**config.mk**
```make
export PLATFORM = sky130hd
export DESIGN_NAME = home_status_tx_flat
export DESIGN_NICKNAME = d
export VERILOG_FILES = /design/src/rtl/home_pkg.sv /design/src/rtl/home_status_tx_if.sv /design/src/rtl/home_baud_gen.sv /design/src/rtl/home_status_tx.sv /design/src/flat_wrapper.sv
export SDC_FILE = /design/constraint.sdc
export NUM_CORES = 1
export LEC_CHECK = 0
export CAP_MARGIN = 40
export CORE_MARGIN = 10
export CORE_UTILIZATION = 35
export DETAILED_ROUTE_END_ITERATION = 8
export GPL_TIMING_DRIVEN = 0
export PLACE_DENSITY = 0.61
export SETUP_SLACK_MARGIN = 0.3
export SLEW_MARGIN = 5
export SYNTH_ARGS = -nofsm -noshare
export SYNTH_HDL_FRONTEND = slang
export SYNTH_SLANG_ARGS = --single-unit
export TNS_END_PERCENT = 100
```
**constraint.sdc**
```tcl
create_clock -name clk -period 2.3 [get_ports clk]
set_input_delay 0.46 -clock clk [delete_from_list [all_inputs] [get_ports clk]]
set_output_delay 0.46 -clock clk [all_outputs]
set_load 0.03 [all_outputs]
```
**src/rtl/home_pkg.sv**
```systemverilog
// home_pkg: snapshot field layout, frame length, FSM states and snapshot packing shared by the status link.
package home_pkg;
  localparam int SNAP_BITS = 16;
  localparam int FRAME_BITS = 19;
  localparam int ALARM_MSB = 15;
  localparam int ALARM_LSB = 13;
  localparam int LIGHTS_BIT = 12;
  localparam int HEAT_BIT = 11;
  localparam int COOL_BIT = 10;
  localparam int SPRINK_BIT = 9;
  localparam int PUMP_BIT = 8;
  localparam int OCC_MSB = 7;
  localparam int OCC_LSB = 0;
  typedef enum logic [2:0] {IDLE, START, DATA, PARITY, STOP} state_t;
  function automatic logic [SNAP_BITS-1:0] pack_snapshot(
    input logic [2:0] alarms,
    input logic lights_on, heat_on, cool_on, sprink_on, pump_on,
    input logic [7:0] occupants
  );
    logic [SNAP_BITS-1:0] s;
    s = '0;
    s[ALARM_MSB:ALARM_LSB] = alarms;
    s[LIGHTS_BIT] = lights_on;
    s[HEAT_BIT] = heat_on;
    s[COOL_BIT] = cool_on;
    s[SPRINK_BIT] = sprink_on;
    s[PUMP_BIT] = pump_on;
    s[OCC_MSB:OCC_LSB] = occupants;
    return s;
  endfunction
endpackage

```
**src/rtl/home_status_tx_if.sv**
```systemverilog
// home_status_tx_if: controller status inputs and serial link outputs of the status transmitter.
//   master: drives alarms, occupants_in, actuator flags, force_send; reads tx_out, busy, frame_sent
//   slave : the transmitter side (opposite directions)
interface home_status_tx_if;
  logic [2:0] alarms;
  logic [7:0] occupants_in;
  logic lights_on;
  logic heat_on;
  logic cool_on;
  logic sprink_on;
  logic pump_on;
  logic force_send;
  logic tx_out;
  logic busy;
  logic frame_sent;
  modport master (
    output alarms, occupants_in, lights_on, heat_on, cool_on, sprink_on, pump_on, force_send,
    input tx_out, busy, frame_sent
  );
  modport slave (
    input alarms, occupants_in, lights_on, heat_on, cool_on, sprink_on, pump_on, force_send,
    output tx_out, busy, frame_sent
  );
endinterface

```
**src/rtl/home_baud_gen.sv**
```systemverilog
// home_baud_gen: free-running bit-time divider, restartable, one-cycle bit_tick every CLKS_PER_BIT cycles.
//   clk, reset (async, active-high), restart: zero the divider, bit_tick: last cycle of each bit time
module home_baud_gen #(
  parameter int CLKS_PER_BIT = 16
) (
  input  logic clk,
  input  logic reset,
  input  logic restart,
  output logic bit_tick
);
  localparam int CW = $clog2(CLKS_PER_BIT);
  logic [CW-1:0] cnt;
  assign bit_tick = cnt == CW'(CLKS_PER_BIT - 1);
  always_ff @(posedge clk or posedge reset)
    if (reset) cnt <= '0;
    else cnt <= (restart || bit_tick) ? '0 : cnt + CW'(1);
endmodule

```
**src/rtl/home_status_tx.sv**
```systemverilog
// home_status_tx: serial snapshot transmitter (start, 16 data LSB first, even parity, stop) on change/heartbeat/request.
//   clk, reset (async, active-high)
//   bus (slave): alarms, occupants_in, actuator flags, force_send in; tx_out, busy, frame_sent out
module home_status_tx
  import home_pkg::*;
#(
  parameter int CLKS_PER_BIT = 16,
  parameter int HEARTBEAT_CYCLES = 4096
) (
  input logic clk,
  input logic reset,
  home_status_tx_if.slave bus
);
  localparam int HW = $clog2(HEARTBEAT_CYCLES);
  state_t state, state_nx;
  logic [SNAP_BITS-1:0] snap, shreg, last_sent;
  logic [HW-1:0] hb_cnt;
  logic [3:0] bit_cnt;
  logic parity, pending, launch, bit_tick, hb_exp, changed;
  assign snap = pack_snapshot(bus.alarms, bus.lights_on, bus.heat_on, bus.cool_on,
                              bus.sprink_on, bus.pump_on, bus.occupants_in);
  assign hb_exp = hb_cnt == HW'(HEARTBEAT_CYCLES - 1);
  assign changed = snap != last_sent;
  home_baud_gen #(.CLKS_PER_BIT(CLKS_PER_BIT)) u_baud (
    .clk(clk),
    .reset(reset),
    .restart(launch),
    .bit_tick(bit_tick)
  );
  always_ff @(posedge clk or posedge reset)
    if (reset) state <= IDLE;
    else state <= state_nx;
  always_comb begin
    state_nx = state;
    launch = 1'b0;
    case (state)
      IDLE: begin
        launch = changed || hb_exp || bus.force_send || pending;
        state_nx = launch ? START : IDLE;
      end
      START:  state_nx = bit_tick ? DATA : START;
      DATA:   state_nx = (bit_tick && bit_cnt == 4'(SNAP_BITS - 1)) ? PARITY : DATA;
      PARITY: state_nx = bit_tick ? STOP : PARITY;
      STOP:   state_nx = bit_tick ? IDLE : STOP;
      default: state_nx = IDLE;
    endcase
  end
  // Events during a frame only arm one follow-up frame; the latched frame itself is frozen.
  always_ff @(posedge clk or posedge reset)
    if (reset) begin
      shreg <= '0;
      last_sent <= '0;
      parity <= 1'b0;
      pending <= 1'b0;
      hb_cnt <= '0;
      bit_cnt <= '0;
    end else if (launch) begin
      shreg <= snap;
      last_sent <= snap;
      parity <= ^snap;
      pending <= 1'b0;
      hb_cnt <= '0;
      bit_cnt <= '0;
    end else begin
      if (state == IDLE && !hb_exp) hb_cnt <= hb_cnt + HW'(1);
      if (state != IDLE && (changed || bus.force_send || hb_exp)) pending <= 1'b1;
      if (state == DATA && bit_tick) begin
        shreg <= shreg >> 1;
        bit_cnt <= bit_cnt + 4'd1;
      end
    end
  assign bus.tx_out = state == START ? 1'b0 : state == DATA ? shreg[0] : state == PARITY ? parity : 1'b1;
  assign bus.busy = state != IDLE;
  assign bus.frame_sent = state == STOP && bit_tick;
endmodule

```
**src/flat_wrapper.sv**
```systemverilog
// flat-port wrapper written by rule: the top's interface ports become plain ports
module home_status_tx_flat import home_pkg::*;
#(
  parameter int CLKS_PER_BIT = 16,
  parameter int HEARTBEAT_CYCLES = 4096
)
  (clk, reset, bus_alarms, bus_occupants_in, bus_lights_on, bus_heat_on, bus_cool_on, bus_sprink_on, bus_pump_on, bus_force_send, bus_tx_out, bus_busy, bus_frame_sent);
  home_status_tx_if bus_i ();
  input logic clk;
  input logic reset;
  input wire logic [$bits(bus_i.alarms)-1:0] bus_alarms;
  input wire logic [$bits(bus_i.occupants_in)-1:0] bus_occupants_in;
  input wire logic [$bits(bus_i.lights_on)-1:0] bus_lights_on;
  input wire logic [$bits(bus_i.heat_on)-1:0] bus_heat_on;
  input wire logic [$bits(bus_i.cool_on)-1:0] bus_cool_on;
  input wire logic [$bits(bus_i.sprink_on)-1:0] bus_sprink_on;
  input wire logic [$bits(bus_i.pump_on)-1:0] bus_pump_on;
  input wire logic [$bits(bus_i.force_send)-1:0] bus_force_send;
  output wire logic [$bits(bus_i.tx_out)-1:0] bus_tx_out;
  output wire logic [$bits(bus_i.busy)-1:0] bus_busy;
  output wire logic [$bits(bus_i.frame_sent)-1:0] bus_frame_sent;
  assign bus_i.alarms = bus_alarms;
  assign bus_i.occupants_in = bus_occupants_in;
  assign bus_i.lights_on = bus_lights_on;
  assign bus_i.heat_on = bus_heat_on;
  assign bus_i.cool_on = bus_cool_on;
  assign bus_i.sprink_on = bus_sprink_on;
  assign bus_i.pump_on = bus_pump_on;
  assign bus_i.force_send = bus_force_send;
  assign bus_tx_out = bus_i.tx_out;
  assign bus_busy = bus_i.busy;
  assign bus_frame_sent = bus_i.frame_sent;
  home_status_tx #(.CLKS_PER_BIT(CLKS_PER_BIT), .HEARTBEAT_CYCLES(HEARTBEAT_CYCLES)) u_core (.clk(clk), .reset(reset), .bus(bus_i));
endmodule
```
==> reports/metrics.cfg <==
[clock_tree]
cts.sinks=57
tritoncts=yes
root_buffer=clkbuf_8
cts_made_buffers=9
path_clk_slew_ps=70
postCtsHoldBufs=0
clock_latency_ps=350
clock_path_buffers=2
cts_max_level=3

[min_path]
hp-class=input port to async pin

[synthesis]
synth_edf_count=0
synth_area_leaders=dfrtp_1 49%, o211ai_1 7.7%, xnor2_1 7.2%, xor2_1 6.3%, nand2_1 5.3%
yosysTopAreaCell=dfrtp_1
synth_cell_type_count=38
async_flop_share=1.00
syn_area_um2=2910
synth_fp_nets=318
yosysWarnings=0
synth_common_cells=57 x dfrtp_1, 41 x nand2_1, 30 x o211ai_1
yosysMostFrequentCell=dfrtp_1
syn_avg_cell_area_um2=9.82
yosysTopAreaCellShare=0.491
ys_ff_latch=57
synthFlopType=dfrtp_1
yosysSeqAreaShare=0.491
syn_inst=296

[floorplan]
core_um2=8130
die_area_um2=12400
fp.dieH_um=111
die_w_um=111
initial_core_util=0.357
num_rows=33
ios=22

[timing]
final-max-slew-violation-count=0
fin_skew_ps=8.57
holdWs_ps=457
finalCritPeriodShare=0.827
tns_ps=0
finalSetupViolations=0
rsz0062_at_grt=true
setup_ws_ps=398
relSlewSlack=0.633
timing_worst_slew_pin_value_ps=551
max_freq_mhz=526
hold_viol=0
min_period_ps=1900

[critical_path]
worst_setup_path_start_kind=flip-flop
end_kind=output pin
required_ps=1840
cp.arrival_ps=1440
path_max_fanout=5
path_class=flip-flop to output pin

[layout]
multiInputGateArea_um2=1470
diodes=0
nets=364
num-fill-cells=772
syn2layout_area_growth_pct=26.1
drive_gt1_frac=0.193
seqCellArea_um2=1430

[grt]
grt_pass1_wl_um=11700
grt-ovfl-total=0
grt_use_total=0.114
grt_pass1_vias=2324
antenna_found_initial=0
grt_max_degree=38

[route]
vias_per_cell=5.00
ant_nets=0
vias=2258
drt-initial-drc-count=105
firstDrtPassIters=4
drt-total-wl_um=6770
drc=0
wl_per_cell_um=15.0

[placement]
gp_congestion=0.784
io_buffers=21
dpl.hpwl_um=4720
post-place-ws_ps=-405

[outcome]
status=completed

[power]
irDropWorstVdd_uv=324
power_leakage_uw=0.00161
powerDensity_nw_per_um2=557

[flow_run]
drv_cap=0

-- flip-flops by register name (all words and copies together) (netlist names) --
register and flops:
u_core.pending 1, u_core.hb_cnt 12, u_core.parity 1, u_core.last_sent 16, u_core.shreg 16, u_core.bit_cnt 4, u_core.u_baud.cnt 4, u_core.state 3
-- critical path, stage by stage (launching register included) --
cell and delay [ps]:
dfrtp_1 390, ha_2 230, nand3_2 150, nor2_1 130, clkbuf_4 200
-- routing by layer --
metal,GRT usage,vias up,wire length [um]
met2,0.173,40,3170
met5,0,-,0
li1,-,1116,-
met3,0.0368,11,234
met1,0.150,1091,3250
met4,0.0317,0,115
-- through the flow --
stage               cells  power [uW]  utilization  area, um^2
floorplan             296        1130            -        2910
global placement      422        1200        0.399        3250
detailed placement    423        1210        0.402        3270
CTS                   446        2050        0.435        3540
global route          452        2130        0.451        3670
finish                452        2040        0.451        3670
-- where the power goes --
group          internal, uW  switching (uW)  leakage [uW]
sequential             1010            5.07      0.000691
clock                   445             404     0.0000932
combinational          82.8            91.7      0.000824
-- layout by cell type, fill, tap and decap left out, types with 12 or more instances in the layout --
cell type      synthesis  routed
nand2_1               41      41
dfrtp_1               57      55
nor2_1                22      22
dlygate4sd2_1          0      13
xnor2_1               24      21
o21ai_1               11      12
buf_4                  2      14
inv_1                 18      17
o211ai_1              30      30
xor2_1                21      17
-- path summary, 6_finish.rpt --
path | end | start | cells after the start | slack [ps]
worst max-delay path | bus_frame_sent | u_core.u_baud.cnt[0] | 4 | 400
worst min-delay path | u_core.last_sent[5] | reset | 2 | 460
worst max register to register | u_core.last_sent[15] | u_core.hb_cnt[4] | 6 | 400
worst min register to register | u_core.parity | u_core.parity | 1 | 490
max in group asynchronous | u_core.hb_cnt[3] | reset | 3 | 1280
min in group clk | u_core.parity | u_core.parity | 1 | 490
-- cell type report --
type                       count  area share
multi-input combinational    208       0.400
sequential                    57       0.390
timing repair buffer          35      0.0836
clock buffer                  13      0.0433
tap                          105      0.0358
buffer                        13      0.0256
inverter                      18      0.0184
clock inverter                 3     0.00409
-- logic make-up (layout without fill, tap and decap cells) --
logic type,after synthesis,count (layout),synth area share
buffers and inverters,31,82,0.0490
multiplexers,3,3,0.0112
AND/OR/NAND/NOR,100,100,0.170
adder cells (fa/ha/maj),3,3,0.0129
XOR/XNOR,45,45,0.136
flip-flops,57,57,0.491
AO/OA/AOI/OAI,57,57,0.131
-- repair_timing --
action,in CTS,in global routing
pin swaps,7,7
setup buffers,7,6
gates resized for setup,36,29
setup endpoints to repair,54,56
Power figures use the tool's default switching activity.
